===== src/rtl/clock_select_sequencer.sv =====
// Sequencer that drives the select of a glitchless clock mux: accepts one switch
// request at a time, holds the new select through a settle window, then enforces a dwell.
module clock_select_sequencer #(
    parameter int   SETTLE_CYCLES    = 8,
    parameter int   MIN_DWELL_CYCLES = 4,
    parameter logic RESET_SEL        = 1'b0
) (
    input  logic        clock,
    input  logic        reset,
    input  logic        req_valid,
    input  logic        req_sel,
    output logic        req_ready,
    output logic        sel_out,
    output logic        busy,
    output logic        done,
    output logic [15:0] switch_count
);

    // state  | meaning
    // IDLE   | waiting for a request; req_ready high
    // SETTLE | new select applied, waiting for the mux to settle; busy high
    // DWELL  | switch complete, holding off further requests
    typedef enum logic [1:0] {
        IDLE   = 2'd0,
        SETTLE = 2'd1,
        DWELL  = 2'd2
    } state_t;

    localparam logic [15:0] SETTLE_LOAD = 16'(SETTLE_CYCLES - 1);
    localparam logic [15:0] DWELL_LOAD  = (MIN_DWELL_CYCLES > 0) ? 16'(MIN_DWELL_CYCLES - 1) : 16'd0;

    state_t      state;
    logic [15:0] count;

    assign req_ready = (state == IDLE);

    always_ff @(posedge clock or posedge reset) begin
        if (reset) begin
            state        <= IDLE;
            sel_out      <= RESET_SEL;
            busy         <= 1'b0;
            done         <= 1'b0;
            switch_count <= 16'd0;
            count        <= 16'd0;
        end else begin
            done <= 1'b0;
            case (state)
                IDLE: begin
                    if (req_valid) begin
                        if (req_sel != sel_out) begin
                            sel_out      <= req_sel;
                            switch_count <= switch_count + 16'd1;
                            count        <= SETTLE_LOAD;
                            busy         <= 1'b1;
                            state        <= SETTLE;
                        end else begin
                            // Request for the current select: acknowledge without settling.
                            done <= 1'b1;
                        end
                    end
                end
                SETTLE: begin
                    if (count == 16'd0) begin
                        busy <= 1'b0;
                        done <= 1'b1;
                        if (MIN_DWELL_CYCLES == 0) begin
                            state <= IDLE;
                        end else begin
                            count <= DWELL_LOAD;
                            state <= DWELL;
                        end
                    end else begin
                        count <= count - 16'd1;
                    end
                end
                DWELL: begin
                    if (count == 16'd0) begin
                        state <= IDLE;
                    end else begin
                        count <= count - 16'd1;
                    end
                end
                default: begin
                    busy  <= 1'b0;
                    state <= IDLE;
                end
            endcase
        end
    end

endmodule


===== config.mk =====
export PLATFORM = sky130hd
export DESIGN_NAME = clock_select_sequencer
export DESIGN_NICKNAME = d
export VERILOG_FILES = /design/src/rtl/clock_select_sequencer.sv
export SDC_FILE = /design/constraint.sdc
export NUM_CORES = 1
export LEC_CHECK = 0
export ABC_AREA = 1
export BUFFER_PORTS_ARGS = -buffer_cell sky130_fd_sc_hd__buf_2
export CORE_ASPECT_RATIO = 0.5
export CORE_MARGIN = 4
export CORE_UTILIZATION = 45
export CTS_BUF_LIST = sky130_fd_sc_hd__clkbuf_16
export DETAILED_ROUTE_END_ITERATION = 16
export HOLD_SLACK_MARGIN = 0.12
export SYNTH_ARGS = -nofsm -noshare
export SYNTH_HDL_FRONTEND = slang
export SYNTH_SLANG_ARGS = --single-unit

===== constraint.sdc =====
create_clock -name clock -period 5.3 [get_ports clock]
set_clock_uncertainty 0.05 [all_clocks]
set_input_delay 1.06 -clock clock [delete_from_list [all_inputs] [get_ports clock]]
set_output_delay 1.06 -clock clock [all_outputs]
set_load 0.02 [all_outputs]

==> results of run 1 <==
-- sequential cells by signal, summed over array words and instances (netlist names) --
| register | cells |
|---|---|
| sel_out | 1 |
| state | 2 |
| busy | 1 |
| done | 1 |
| switch_count | 16 |
| count | 16 |
-- how the worst min path moves through the flow --
stage,end,start,slack (ps)
2_1_floorplan,count[14]$_DFFE_PP0P_,count[14]$_DFFE_PP0P_,450
3_3_place_gp,switch_count[4]$_DFFE_PP0P_,switch_count[4]$_DFFE_PP0P_,440
3_5_place_dp,busy$_DFFE_PP0P_,busy$_DFFE_PP0P_,450
4_1_cts,switch_count[4]$_DFFE_PP0P_,switch_count[4]$_DFFE_PP0P_,460
5_1_grt,switch_count[4]$_DFFE_PP0P_,switch_count[4]$_DFFE_PP0P_,470
6_report,busy$_DFFE_PP0P_,busy$_DFFE_PP0P_,450
-- cell families after synthesis --
logic type	Yosys count
and+or+nand+nor	194
buffers and inverters	47
DFF	37
AOI/OAI and AO/OA	22
adders and majority gates	6
xor gates and xnor gates	14
-- final cells by class --
cell class	count	area share [%]
sequential	37	32.73
timing repair buffer	24	4.334
clock inverter	2	1.238
clock buffer	5	4.423
multi-input combinational	236	48.34
tap	70	3.096
inverter	44	5.838
-- cell usage in the layout, fill, tap and decap left out, types with 5 or more instances in the layout --
cell / count
ha_1: 6
nor2_2: 5
nand2_2: 12
dfrtp_1: 37
nand4_1: 6
nand2_1: 79
nor3_1: 6
o21ai_0: 9
nand2_4: 5
nor2_1: 21
clkbuf_16: 5
nand3_1: 38
o21ai_1: 7
buf_2: 23
nand3_2: 9
xor2_1: 12
nor2_4: 6
inv_1: 43
-- layer usage --
metal	vias up	part of all wire, %
met5	-	0
met4	0	1.0
met3	8	4.4
met2	41	46
met1	997	49
li1	1076	-
-- critical path, cell delays in order (launching register included) --
cell	delay (ps)
dfrtp_1	410
inv_1	90
ha_1	270
buf_2	210
-- where the power goes --
| group | total, mW | internal, mW | switching [mW] |
|---|---|---|---|
| Sequential | 0.453 | 0.364 | 0.0892 |
| Clock | 0.330 | 0.218 | 0.111 |
| Combinational | 0.982 | 0.315 | 0.667 |
| Total | 1.76 | 0.897 | 0.868 |
-- metrics by stage --
stage	cell area [um2]	power (mW)
floorplan	2487	1.247
global placement	2669	1.417
detailed placement	2669	1.442
CTS	2829	1.781
global route	2829	1.912
finish	2829	1.764
==> flow_summary_export.csv, run 1 <==
group,metric,value,unit
outcome,status,"completed",
timing,max_freq,421.6,MHz
logic_synthesis,synthMuxAreaShare,0,%
clock_network,cts_buffers,5,
clock_network,cts_sinks,37,
global_route,grt-ovfl-total,0,
final_layout,syn_to_final_growth,13.73,%
global_route,grt_max_degree,38,
global_route,grt_usage,17.74,%
timing,setup_viol,0,
floorplanning,coreArea,5135,um2
logic_synthesis,netlist_instances,320,
setup_path,r2r_cells,11,
logic_synthesis,async_flop_share,100.0,%
timing,slew_violations,0,
final_layout,fin_cells,418,
timing,fin_crit_sh,44.76,%
logic_synthesis,synth_most_common_cell,"nand2_1",
detailed_routing,drc,0,
clock_network,cts_tree,"yes",
min_path,hold_depth,2,
setup_path,startpoint,"state[0]$_DFFE_PP0P_",
clock_network,cts_resized,0,
setup_path,reg2reg_setup_slack,3340,ps
logic_synthesis,syn_area_per_cell,7.773,um2
clock_network,postCtsHoldBufs,0,
global_route,top_usage_layer,"met2",
clock_network,clk_pin_slew_worst_paths,60,ps
final_layout,drive_above_1_share,21.55,%
placement,hpwl,4.002,mm
logic_synthesis,synth_area,2487,um2
final_layout,final_util,55.09,%
logic_synthesis,synth_flop_cell,"dfrtp_1",
detailed_routing,dr.first_iter.drc_count,83,
setup_path,crit_end,"req_ready",
setup_path,timing.rr.start,"count[0]$_DFFE_PP0P_",
timing,tightest_slew,653.1,ps
logic_synthesis,yosysTopAreaCell,"dfrtp_1",
setup_path,r2r_end,"count[2]$_DFFE_PP0P_",
logic_synthesis,synth_top_family_by_area,"simple AND/OR/NAND/NOR gates",
pwr,powerDensity,623.7,nW/um2
clock_network,cts_post_setup_buffers_inserted,0,
pwr,p_leak,1.526,nW
clock_network,clk_path_buf_depth,2,
setup_path,cp.arrival,1260,ps
min_path,hold_class,"reg -> reg",
setup_path,cp_max_fo,4,
logic_synthesis,synth-compound-area-share,5.734,%
floorplanning,ios,24,
logic_synthesis,syn_nets,330,
logic_synthesis,synthAdderAreaFrac,3.018,%
timing,timing.final.ws_setup,2928,ps
logic_synthesis,yosys.area_share.simple,41.30,%
clock_network,cts-root-buf,"clkbuf_16",
global_route,grt_use_met2,29.46,%
placement,gp_congestion,0.8434,
logic_synthesis,yosysTopAreaCellShare,37.22,%
placement,pre_cts_slack,2895,ps
timing,hold_ws,453.0,ps
detailed_routing,drt_wl_total,5.466,mm
detailed_routing,routedWlPerCell,13.08,um
final_layout,fin_nets,358,
floorplanning,fp.dieW,113.1,um
logic_synthesis,ys_warn_count,0,
logic_synthesis,yosys-top-cells-area,"dfrtp_1 37%, nand2_1 12%, nand3_1 7.6%",
placement,placement.io_buffers,23,
logic_synthesis,synth_top_cells_by_count,"79 x nand2_1, 43 x inv_1, 38 x nand3_1",
clock_network,worstSkewPairLatency,280,ps
setup_path,end_kind,"output port",
floorplanning,rows,18,
timing,fin_crit,2372,ps
logic_synthesis,ys_ff_latch,37,
global_route,antenna_found_initial,0,
final_layout,multi_input_area,1368,um2
global_route,grt_use_met3,4.382,%
logic_synthesis,synth_cell_types,31,
floorplanning,dieArea,6853,um2
timing,rsz0062_at_grt,"no",
setup_path,start_kind,"register",
setup_path,path_class,"reg -> out",
floorplanning,die_h,60.57,um
timing,finalSetupTns,0,ps
logic_synthesis,ys_seq_area_share,37.22,%
timing,hold_viol_final,0,
final_layout,antenna_cells,0,
logic_synthesis,synth_edf_count,0,
detailed_routing,viasPerCell,5.077,
final_layout,fillers,481,
floorplanning,start_util,48.44,%
setup_path,crit_required,4190,ps
placement,place_inst,411,
final_layout,seq_area,925.9,um2
logic_synthesis,synth_xor_area_share,4.930,%
timing,relSlewSlack,56.46,%
clock_network,cts_max_level,2,
global_route,grt_pass1_wl,9.646,mm
detailed_routing,firstDrtPassIters,4,
pwr,vdd_drop_max,0.2409,mV
detailed_routing,vias,2122,
global_route,grt_pass1_vias,2032,
job,maxCapViolations,0,
global_route,grtUsageMet1,23.66,%
detailed_routing,final_antenna_net_count,0,
Power figures use the tool's default switching activity.
==> inputs of run 2 (changes only) <==
Settings changed: PLACE_DENSITY set to 0.66.
Clock period 5.3 ns to 2 ns, I/O delays scaled along.
==> run 2 against run 1 <==
  * First-iteration DRC count decreased by 16%
  * Critical path type is now reg -> reg
  * Final area increased by 0.88%
  * Wire length decreased by 2.7%
  * Non-clock buffer count increased by 5
  * Total power increased to 2.6 times the previous value
  * Highest routed layer unchanged
  * Combinational power increased to 2.7 times the previous value
  * Worst hold slack got worse by 280 ps
  * Critical path depth increased by 6
  * Setup slack got worse by 2700 ps
  * Die area unchanged
  * Utilization increased by 0.49 points
==> flow_summary_export.csv, run 2 (synthesis gave the netlist of run 1 again) <==
group,metric,value,unit
detailed_routing,routedWlPerCell,12.55,um
final_layout,fillers,482,
final_layout,syn_to_final_growth,14.74,%
clock_network,cts_tree,"yes",
setup_path,r2r_cells,9,
setup_path,r2r_end,"count[14]$_DFFE_PP0P_",
setup_path,end_kind,"register",
timing,hold_ws,172.3,ps
detailed_routing,dr_wl_met3,237,um
floorplanning,coreArea,5135,um2
floorplanning,start_util,48.44,%
detailed_routing,topRoutingLayerUsed,"met4",
placement,placement.io_buffers,23,
detailed_routing,dr.first_iter.drc_count,70,
timing,setup_viol,0,
pwr,p_leak,1.545,nW
setup_path,path_class,"reg -> reg",
detailed_routing,route.met2.wl,2.526,mm
min_path,hold_class,"in -> async",
pwr,vdd_drop_max,0.6336,mV
detailed_routing,viasPerCell,5.035,
global_route,grt_max_degree,38,
clock_network,cts_sinks,37,
final_layout,final_cell_mix,"79 x nand2_1, 43 x inv_1, 38 x nand3_1",
timing,relSlewSlack,67.81,%
clock_network,cts_max_level,2,
setup_path,crit_required,2150,ps
global_route,grt-ovfl-total,0,
final_layout,antenna_cells,0,
detailed_routing,drt_wl_total,5.320,mm
global_route,grt_pass1_wl,9.328,mm
setup_path,start_kind,"register",
pwr,powerDensity,1628,nW/um2
timing,rsz0062_at_grt,"no",
floorplanning,rows,18,
clock_network,cts_resized,0,
placement,pre_cts_slack,272.3,ps
detailed_routing,wl_met1,2.514,mm
pwr,p_int,2.327,mW
global_route,grt_usage,16.88,%
detailed_routing,final_antenna_net_count,0,
setup_path,cp.arrival,1880,ps
detailed_routing,firstDrtPassIters,4,
timing,tightest_slew,482.8,ps
clock_network,clk_path_buf_depth,2,
clock_network,cts-root-buf,"clkbuf_16",
timing,finalSetupTns,0,ps
pwr,seqPwrFrac,25.8,%
global_route,antenna_found_initial,0,
floorplanning,fp.dieW,113.1,um
floorplanning,ios,24,
timing,timing.final.ws_setup,263.1,ps
placement,gp_congestion,0.8272,
clock_network,cts_buffers,5,
final_layout,fin_nets,363,
timing,fin_crit_sh,86.85,%
pwr,p_sw,2.320,mW
final_layout,final_util,55.58,%
setup_path,reg2reg_setup_slack,260,ps
clock_network,cts_post_setup_buffers_inserted,0,
timing,fin_crit,1737,ps
global_route,grt_pass1_vias,2085,
placement,hpwl,3.962,mm
pwr,switching_share,49.93,%
floorplanning,dieArea,6853,um2
outcome,status,"completed",
timing,max_freq,575.7,MHz
final_layout,drive_above_1_share,22.88,%
timing,slew_violations,0,
final_layout,largestRegisters,"count x16, switch_count x16, state x2",
timing,hold_viol_final,0,
clock_network,worstSkewPairLatency,280,ps
job,maxCapViolations,0,
detailed_routing,vias,2135,
final_layout,layout_commonest_cell,"nand2_1",
setup_path,timing.rr.start,"count[1]$_DFFE_PP0P_",
setup_path,cp_max_fo,10,
detailed_routing,drc,0,
pwr,pwr-share-comb,57.4,%
pwr,power.share.clock,16.8,%
floorplanning,die_h,60.57,um
clock_network,clk_pin_slew_worst_paths,60,ps
clock_network,postCtsHoldBufs,0,
[run 2: worst max-delay path by stage]
stage	start	endpoint	slack [ps]	cells after the start
after detailed placement	state[0]$_DFFE_PP0P_	count[9]$_DFFE_PP0P_	270	6
after CTS	count[1]$_DFFE_PP0P_	count[14]$_DFFE_PP0P_	260	9
after global placement	state[0]$_DFFE_PP0P_	count[4]$_DFFE_PP0P_	330	8
after global routing	count[1]$_DFFE_PP0P_	count[14]$_DFFE_PP0P_	100	9
final	count[1]$_DFFE_PP0P_	count[14]$_DFFE_PP0P_	260	9
after floorplan	state[0]$_DFFE_PP0P_	switch_count[7]$_DFFE_PP0P_	240	8
[run 2: power groups by stage]
stage / registers (mW) / clock network, mW / logic [mW]
after floorplan: 1.26 / 0 / 2.04
after global placement: 1.20 / 0 / 2.60
after detailed placement: 1.20 / 0 / 2.66
after CTS: 1.19 / 0.805 / 2.68
after global routing: 1.22 / 0.841 / 2.97
final: 1.20 / 0.781 / 2.67
[run 2: layer usage]
metal	up-vias	global-route usage [%]
met5	-	0
met4	0	4.452
met3	5	3.486
met2	44	31.40
met1	1001	20.57
li1	1085	-
[run 2: layout make-up]
class	count	area, um2	area share [%]
inverter	44	165.2	5.787
multi-input combinational	236	1368	47.92
clock buffer	5	125.1	4.384
sequential	37	925.9	32.44
clock inverter	3	22.52	0.7891
tap	70	87.58	3.069
timing repair buffer	29	160.2	5.612
[run 2: stage by stage]
step / instances / area [um2] / total power [mW]
2_1_floorplan: 320 / 2487 / 3.304
3_3_place_gp: 416 / 2706 / 3.802
3_5_place_dp: 416 / 2706 / 3.861
4_1_cts: 424 / 2854 / 4.675
5_1_grt: 424 / 2854 / 5.040
6_report: 424 / 2854 / 4.647
[run 2: critical path, stage by stage, from the launching register on]
cell,delay [ps]
dfrtp_1,390
inv_1,100
ha_1,220
buf_4,160
nand3_2,110
nor2_2,200
nand3b_4,150
nand2_4,160
nand2_1,60
o21ai_0,70
